--- src/rtl/fifo_wr_arbiter.sv ---
// Round-robin write arbiter: four 32-bit requesters share one FIFO write port.
// A selected lane owns the port for up to MAX_BURST accepted words.
module fifo_wr_arbiter #(
  parameter int MAX_BURST = 4
) (
  input  logic         clk,
  input  logic         reset,
  input  logic         en,
  input  logic [3:0]   req,
  input  logic [127:0] req_data,
  input  logic         FULL,
  output logic [3:0]   gnt,
  output logic         fifo_en,
  output logic         fifo_wr,
  output logic [31:0]  fifo_data,
  output logic         busy,
  output logic [1:0]   owner,
  output logic         dbg_state
);

  // Handshake: a lane presents req[i] with its word held stable; the word is
  // consumed at the rising edge where gnt[i]=1 (valid & ready in one cycle).

  typedef enum logic {
    IDLE  = 1'b0,
    BURST = 1'b1
  } state_t;

  localparam int CNT_W = 5;
  localparam logic [CNT_W-1:0] CNT_LAST = CNT_W'(MAX_BURST - 1);

  state_t           state_q, state_d;
  logic [1:0]       last_q, last_d;
  logic [1:0]       owner_q, owner_d;
  logic [CNT_W-1:0] cnt_q, cnt_d;
  logic [1:0]       pick;
  logic             accept;

  // Search order last+1, last+2, last+3, last; the lowest offset wins.
  function automatic logic [1:0] rr_pick(input logic [3:0] r, input logic [1:0] l);
    logic [1:0] c;
    logic [1:0] p;
    p = l;
    for (int k = 4; k >= 1; k--) begin
      c = l + 2'(k);
      if (r[c]) p = c;
    end
    return p;
  endfunction

  always_comb begin
    pick = rr_pick(req, last_q);
  end

  always_comb begin
    accept    = (state_q == BURST) && en && !FULL && req[owner_q];
    gnt       = accept ? (4'b0001 << owner_q) : 4'b0000;
    fifo_wr   = accept;
    fifo_data = accept ? req_data[{owner_q, 5'b00000} +: 32] : 32'h0;
    fifo_en   = en;
    busy      = (state_q == BURST);
    owner     = owner_q;
    dbg_state = state_q;
  end

  always_comb begin
    state_d = state_q;
    last_d  = last_q;
    owner_d = owner_q;
    cnt_d   = cnt_q;
    if (en) begin
      case (state_q)
        IDLE: begin
          if (req != 4'b0000) begin
            owner_d = pick;
            cnt_d   = '0;
            state_d = BURST;
          end
        end
        BURST: begin
          // FULL stalls the burst even if the owner has withdrawn its request.
          if (!FULL) begin
            if (req[owner_q]) begin
              if (cnt_q == CNT_LAST) begin
                state_d = IDLE;
                last_d  = owner_q;
                owner_d = 2'd0;
                cnt_d   = '0;
              end else begin
                cnt_d = cnt_q + 1'b1;
              end
            end else begin
              state_d = IDLE;
              last_d  = owner_q;
              owner_d = 2'd0;
              cnt_d   = '0;
            end
          end
        end
        default: state_d = IDLE;
      endcase
    end
  end

  // last resets to 3 so the first search after reset starts at lane 0.
  always_ff @(posedge clk or negedge reset) begin
    if (!reset) begin
      state_q <= IDLE;
      last_q  <= 2'd3;
      owner_q <= 2'd0;
      cnt_q   <= '0;
    end else begin
      state_q <= state_d;
      last_q  <= last_d;
      owner_q <= owner_d;
      cnt_q   <= cnt_d;
    end
  end

endmodule

--- config.mk ---
export PLATFORM = sky130hd
export DESIGN_NAME = fifo_wr_arbiter
export DESIGN_NICKNAME = d
export VERILOG_FILES = /design/src/rtl/fifo_wr_arbiter.sv
export SDC_FILE = /design/constraint.sdc
export NUM_CORES = 1
export LEC_CHECK = 0
export CORE_MARGIN = 8
export CORE_UTILIZATION = 26
export DETAILED_ROUTE_END_ITERATION = 12
export PLACE_DENSITY = 0.79
export SKIP_CTS_REPAIR_TIMING = 1
export SYNTH_ARGS = -nofsm -noshare
export SYNTH_HDL_FRONTEND = slang
export SYNTH_SLANG_ARGS = --single-unit
--- constraint.sdc ---
create_clock -name clk -period 1.9 [get_ports clk]
set_input_delay 0.38 -clock clk [delete_from_list [all_inputs] [get_ports clk]]
set_output_delay 0.38 -clock clk [all_outputs]
set_load 0.05 [all_outputs]
# Word-level counts from Yosys, hierarchy flattened
# Index checks and enable logic that the tools add are counted.
# op_classes
n_mux	30
n_eq_ne	5
n_shift	2
n_bitwise	2
magnitude_cmp	4
addsub	4
n_reduce_logical	8
# op_table
operator	n
$shiftx A128 B8 Y32	1
$mux W32	1
$mux W5	4
$mux W2	9
$lt A2 B3 Y1 const B	4
$pmux W5 S2	1
$bmux W1 S2	4
$mux W1	8
$reduce_and A4 Y1	2
$add A5 B1 Y5 const B	1
$eq A5 B2 Y1 const B	1
$add A2 B2 Y2 const B	2
$mux W4	1
$ne A2 B2 Y1 const B	2
$pmux W2 S2	1
$reduce_bool A4 Y1	1
$shl A1 B2 Y4 const A	1
$logic_and A1 B1 Y1	3
$ne A3 B2 Y1 const B	1
$reduce_and A3 Y1	1
$add A2 B1 Y2 const B	1
$ne A2 B1 Y1 const B	1
$not A1 Y1	2
$pmux W1 S2	1
$logic_not A1 Y1	1
# word_totals
input_bits	136
elab_cells	59
output_inout_bits	42
ff_bits	10

# Logic depth before layout (Yosys ltp)
# Gate-level depths: netlist of run 1.
# depth
ltp_word	8
depth_mapped	6
mapped_depth_nobuf	5

# Least setup slack after synthesis of run 1
# OpenSTA, ideal clock, no wires.
# synth_timing
kind	register to output
from	reg state_q (netlist: busy)
to	out gnt[2]
path_stages_with_launch	5
t_arrival_ns	2.472
required_time_ns	1.520
n_path_buf	1
slack_ns	-0.952
path_cell_list	dfrtp_1 > and3b_1 > clkbuf_1 > nand2_1 > nor3b_1
# synth_via
elab_chain_len	4
# synth_rtl
element	line_no	text
start, declared	32	state_t state_q, state_d;
start signal, assigned	113	state_q <= state_d;
$logic_and A1 B1 Y1 (3 in a row)	56	accept = (state_q == BURST) && en && !FULL && req[owner_q];
$mux W4	57	gnt = accept ? (4'b0001 << owner_q) : 4'b0000;
end, declared	12	output logic [3:0] gnt,
# Every way passes these cells.

# Worst setup path after layout of run 1
# layout_timing
from	reg owner_q[0] (netlist: owner[0])
to	out fifo_data[7]
# layout_via
elab_chain_len	4
word_cells_on_any_way	5
classes_between	shift (1); mux (3); reduce/logical (1)
# layout_rtl
element	line_no	text
start, declared	34	logic [1:0] owner_q, owner_d;
start signal, assigned	115	owner_q <= owner_d;
parallel branches: the longest is 3 deep, another holds $shiftx A128 B8 Y32	n/a	
$mux W32 *	59	fifo_data = accept ? req_data[{owner_q, 5'b00000} +: 32] : 32'h0;
end, declared	15	output logic [31:0] fifo_data,
# Every way passes the cells marked *. The select of a mux whose other input is x is not followed.

==> out/metrics.yaml, run 1 <==
outcome:
  status: "complete, but fails checks"
  violations: "negative setup slack"
critical_path:
  reg2reg_slack_ns: -0.20
  crit_start: "owner[0]"
  end_kind: "primary output"
  cpPeakStageDelay_ns: 0.58
  arrival_ns: 1.92
  worstSetupStartpointType: "flop"
  slowest_stage: "mux4_2"
  required_ns: 1.52
  crit_type: "flop to primary output"
  rr_startpoint: "owner[0]"
  worstPathMaxFanout: 18
  crit_chain: "mux4_2, buf_4, buf_12, and3_2, buf_6"
yosys:
  synth.distinct_cells: 34
  yosys-top-cells-area: "mux4_2 46%, and3_1 13%, dfrtp_1 12%"
  synth_seq_cells: 10
  synth_ff_type: "dfrtp_1"
  synthTopCellsByCount: "34 x and3_1, 33 x mux4_2, 9 x clkbuf_1"
  syn_area_um2: 1610
  ys_seq_area_share_pct: 15.7
  syn_nets: 281
  synth_top_cell_by_area: "mux4_2"
  yosysWarnings: 0
  synth.avg_cell_area_um2: 11.2
  yosysMostFrequentCell: "and3_1"
  yosys.area.top_type_share_pct: 46.2
  syn_inst: 144
  synth_edf_count: 0
  async_flop_share_pct: 100
finish:
  area_growth_pct: 163
  finalNetCount: 479
  antenna-diode-count: 0
  postLayoutCellArea_um2: 4240
  drive_above_1_share_pct: 48.7
  n_fill_cell: 382
  utilization_pct: 71.2
clocking:
  cts.sink_count: 10
  cts_buffers: 3
  cts_tree: "built"
  cts_buffer_depth: 2
  path_clk_slew_ns: 0.05
  cts_root_buffer: "clkbuf_8"
  htreeDepth: 1
  clkLatencyLatePin_ns: 0.24
drt:
  via_per_inst: 5.50
  drtPass1Iterations: 4
  wl_per_cell_um: 24.6
  num_vias: 2288
  ant_nets: 0
  finalWirelength_um: 10300
  first_iter_violations: 82
  drc: 0
placed_design:
  dp_worst_setup_slack_ns: -0.502
  numPortBuffers: 177
  dp_hpwl_um: 7700
  post_dp_cell_area_um2: 3760
  routabilityCongestion: 0.818
min_path:
  hold_class: "input pin to async pin"
floorplanning:
  core_um2: 5960
  rows: 28
  io-pin-count: 178
  initial_core_util_pct: 27.0
  die_h_um: 94.7
  die_w_um: 94.7
  die_area_um2: 8970
global_route:
  grt_usage_pct: 18.7
  grt-ovfl-total: 0
  use_met1_pct: 19.4
  grt_pass1_vias: 2223
  use_met2_pct: 36.1
  grt_start_max_net_pins: 37
  antenna_found_initial: 0
  top_usage_layer: "met2"
  grt_use_met3_pct: 5.00
  grt_pass1_wl_um: 13000
sta:
  setup_slack_ns: -0.401
  worstMarginPinSlew_ns: 0.471
  fmax_ghz: 0.435
  min_period_over_period_pct: 121
  fin_setup_tns_ns: -13.99
  skew_ns: 0.00455
  maxSlewHeadroom_pct: 68.4
  fin_crit_ns: 2.30
  rsz0062_at_grt: "true"
  slew_violations: 0
  setup_viol: 46
  finalHoldViolations: 0
job:
  drv_cap: 0
power:
  ir_drop_v: 0.000737
  power_density_nw_per_um2: 1030
  p_leak_nw: 1.74
  total_power_mw: 4.37
metal layers:
| metal | up-vias | part of all wire (%) |
|---|---|---|
| li1 | 988 | - |
| met1 | 1139 | 33 |
| met2 | 126 | 55 |
| met3 | 35 | 8.9 |
| met4 | 0 | 3.7 |
| met5 | - | 0 |
final cells by class:
| cell class | count | area [um2] | share of cell area (%) |
|---|---|---|---|
| clock buffers | 4 | 55.1 | 1.30 |
| inverters | 3 | 15.0 | 0.354 |
| multi-input cells | 114 | 1460 | 34.4 |
| flip-flops and latches | 10 | 256 | 6.05 |
| well taps | 75 | 93.8 | 2.21 |
| repair buffers | 210 | 2360 | 55.7 |
worst paths after layout:
path,end,cells past startpoint
max,fifo_data[7],5
min,busy,1
max reg2reg,owner[0],7
min reg2reg,cnt_q[4],1
max in group asynchronous,owner[0],1
min in group clk,cnt_q[4],1
registers in the layout, summed over array words and instances, names as in the netlist:
register	count
owner	2
cnt_q	5
last_q	2
busy	1
critical path: cells and delay by family (launching register included):
| family | cells | cell delay, ns |
|---|---|---|
| mux | 1 | 0.58 |
| buf+inv | 3 | 0.47 |
| flops | 1 | 0.41 |
| simple gates | 1 | 0.22 |
placed cells by master, fill, tap and decap left out, types with 2 or more instances in the layout:
cell | Yosys | final
a21o_1 | 2 | 2
a22o_1 | 3 | 3
and3_2 | 0 | 18
and3_4 | 0 | 16
buf_12 | 0 | 17
buf_4 | 4 | 20
buf_6 | 0 | 25
buf_8 | 0 | 10
clkbuf_16 | 0 | 2
clkbuf_8 | 0 | 4
clkdlybuf4s50_1 | 0 | 131
dfrtp_1 | 8 | 5
dfrtp_2 | 0 | 3
dfstp_2 | 2 | 2
dlymetal6s2s_1 | 0 | 4
inv_1 | 3 | 2
mux2_4 | 0 | 2
mux4_2 | 33 | 33
nand2_1 | 5 | 2
nand2_4 | 0 | 2
nand2b_1 | 2 | 2
nand3_1 | 3 | 2
nor2_1 | 5 | 4
o21ai_0 | 5 | 3
where the power goes:
part / internal, mW / switching (mW)
clock: 0.182 / 0.0830
combinational: 2.07 / 1.65
sequential: 0.308 / 0.0874
total: 2.56 / 1.82
through the flow:
step                hold WS (ns)  cells
floorplan                 0.0844    144
global placement           0.478    401
detailed placement         0.488    401
CTS                        0.471    405
global route               0.504    416
finish                     0.462    416
cells by family (layout without fill, tap and decap cells):
kind of cell,Yosys count,count (layout),share of synthesized area [%]
DFF,10,10,15.7
muxes,36,36,48.2
buffers and inverters,20,217,5.75
and+or+nand+nor,58,58,21.2
adders and majority gates,1,1,0.777
AOI/OAI and AO/OA,18,18,7.85
xor gates and xnor gates,1,1,0.544
Power figures use the tool's default switching activity.
==> run 2: changes to the inputs <==
--- a/config.mk
+++ b/config.mk
@@ -7,9 +7,11 @@
 export LEC_CHECK = 0
 export CORE_MARGIN = 8
 export CORE_UTILIZATION = 26
+export CTS_BUF_LIST = sky130_fd_sc_hd__clkbuf_4 sky130_fd_sc_hd__clkbuf_8 sky130_fd_sc_hd__clkbuf_16
 export DETAILED_ROUTE_END_ITERATION = 12
 export PLACE_DENSITY = 0.79
 export SKIP_CTS_REPAIR_TIMING = 1
+export SLEW_MARGIN = 10
 export SYNTH_ARGS = -nofsm -noshare
 export SYNTH_HDL_FRONTEND = slang
 export SYNTH_SLANG_ARGS = --single-unit
==> results of run 2 <==
Final layout, timing and power as in run 1 (identical DEF).
==> run 3: changes to the inputs <==
--- a/config.mk
+++ b/config.mk
@@ -15,3 +15,4 @@
 export SYNTH_ARGS = -nofsm -noshare
 export SYNTH_HDL_FRONTEND = slang
 export SYNTH_SLANG_ARGS = --single-unit
+export TNS_END_PERCENT = 20
==> run 3 against run 2 <==
  * The flow still finishes with violations (negative setup slack)
  * Worst hold slack got worse by 0.0083 ns
  * Wire length fell by 13%
  * Critical path depth rose by 1
  * Via count fell by 7.6%
  * Maximum frequency fell by 0.45%
  * Global-route usage fell by 0.37 points
  * Final area fell by 7.3%
  * Highest routed layer unchanged
==> out/metrics.yaml, run 3 (synthesized netlist as in run 1, its figures left out) <==
global_route:
  antenna_found_initial: 0  # unchanged
  grt_usage_pct: 18.4  # was 18.7%
  grt_pass1_vias: 2240  # was 2223
  grt-ovfl-total: 0  # unchanged
  grt_pass1_wl_um: 12800  # was 13000 um
  grt_start_max_net_pins: 33  # was 37
finish:
  finalNetCount: 471  # was 479
  layout_common_cells: "131 x clkdlybuf4s50_1, 34 x buf_6, 33 x mux4_2"  # was 131 x clkdlybuf4s50_1, 33 x mux4_2, 25 x buf_6
  antenna-diode-count: 0  # unchanged
  utilization_pct: 66.0  # was 71.2%
  regMostFlops: "cnt_q"  # unchanged
  drive_above_1_share_pct: 43.8  # was 48.7%
  largest_register_ffs: 5  # unchanged
  final_common_cell: "clkdlybuf4s50_1"  # unchanged
  area_growth_pct: 144  # was 163%
critical_path:
  worstSetupStartpointType: "flop"  # unchanged
  regToRegEndpoint: "owner[0]"  # unchanged
  end_kind: "primary output"  # unchanged
  r2r.worst_path.cells: 5  # was 7
  required_ns: 1.52  # about the same
  worstPathMaxFanout: 5  # was 18
  rr_startpoint: "owner[0]"  # unchanged
  crit_type: "flop to primary output"  # unchanged
  arrival_ns: 1.93  # was 1.92 ns
  reg2reg_slack_ns: -0.12  # was -0.20 ns
sta:
  finalHoldViolations: 0  # unchanged
  fmax_ghz: 0.433  # was 0.435 GHz
  skew_ns: 0.00291  # was 0.00455 ns
  maxSlewHeadroom_pct: 68.2  # was 68.4%
  min_period_over_period_pct: 122  # was 121%
  worstMarginPinSlew_ns: 0.471  # about the same
  whs_ns: 0.454  # was 0.462 ns
  setup_viol: 41  # was 46
  rsz0062_at_grt: "true"  # unchanged
  fin_crit_ns: 2.31  # was 2.30 ns
  setup_slack_ns: -0.411  # was -0.401 ns
  slew_violations: 0  # unchanged
drt:
  drtPass1Iterations: 4  # unchanged
  first_iter_violations: 61  # was 82
  num_vias: 2113  # was 2288
  finalWirelength_um: 8910  # was 10300 um
  wl_per_cell_um: 21.8  # was 24.6 um
  drc: 0  # unchanged
  ant_nets: 0  # unchanged
  via_per_inst: 5.18  # was 5.50
placed_design:
  routabilityCongestion: 0.810  # was 0.818
  numPortBuffers: 177  # unchanged
  dp_hpwl_um: 7540  # was 7700 um
clocking:
  cts_buffer_depth: 2  # unchanged
  htreeDepth: 1  # unchanged
  cts_root_buffer: "clkbuf_8"  # unchanged
  cts_buffers: 3  # unchanged
  path_clk_slew_ns: 0.05  # about the same
  cts_tree: "built"  # unchanged
  clkLatencyLatePin_ns: 0.24  # about the same
  cts.sink_count: 10  # unchanged
min_path:
  hold_class: "input pin to async pin"  # unchanged
outcome:
  violations: "negative setup slack"  # unchanged
  status: "complete, but fails checks"  # unchanged
power:
  total_power_mw: 3.83  # was 4.37 mW
  power_density_nw_per_um2: 974  # was 1030 nW/um2
  ir_drop_v: 0.000732  # was 0.000737 V
  p_leak_nw: 1.64  # was 1.74 nW
floorplanning:
  die_h_um: 94.7  # unchanged
  die_area_um2: 8970  # unchanged
  core_um2: 5960  # unchanged
  die_w_um: 94.7  # unchanged
  rows: 28  # unchanged
  initial_core_util_pct: 27.0  # unchanged
  io-pin-count: 178  # unchanged
job:
  drv_cap: 0  # unchanged
[run 3: cell types whose count changed in the layout (fill, tap and decap cells not counted), sizes merged]
cell,before,now
buf,73,66
clkbuf,6,5
[run 3: metal layers]
metal	GRT usage, %	vias up	share of wire, %
met5	0	-	0
met4	4.94	0	1.8
li1	-	972	-
met1	18.0	1018	33
met2	36.2	108	56
met3	5.48	15	9.5
[run 3: worst max-delay path: stages, from the launching register on]
cell and delay (ns):
dfrtp_2 0.45, mux4_2 0.66, nand2_4 0.14, clkinvlp_4 0.11, nand2_1 0.12, nor2_4 0.04, buf_4 0.18
[run 3: worst max path at each step]
| stage | from | endpoint | slack, ns |
|---|---|---|---|
| global placement | req[1] | gnt[3] | -0.40 |
| global route | owner[0] | gnt[1] | -0.47 |
| floorplan | owner[0] | gnt[3] | -0.39 |
| finish | owner[0] | gnt[1] | -0.41 |
| detailed placement | req[3] | fifo_data[30] | -0.44 |
| CTS | req[3] | fifo_data[30] | -0.45 |
[run 3: area by class of cell]
type	instances	area [um2]
flip-flops and latches	10	256
clock buffers	4	55.1
repair buffers	202	2120
fillers	458	2030
well taps	75	93.8
inverters	3	15.0
multi-input cells	114	1390
[run 3: where the power goes]
| group | internal (mW) | switching, mW |
|---|---|---|
| clock network | 0.183 | 0.0910 |
| logic | 1.68 | 1.48 |
| registers | 0.308 | 0.0860 |
[run 3: metrics by stage]
stage | instances | setup WS (ns) | TNS, ns | area (um2)
final | 408 | -0.411 | -13.61 | 3930
after floorplan | 144 | -0.390 | -10.81 | 1680
after detailed placement | 402 | -0.441 | -17.77 | 3630
after global routing | 408 | -0.472 | -15.93 | 3930
after global placement | 402 | -0.405 | -16.62 | 3630
after CTS | 406 | -0.448 | -15.74 | 3680
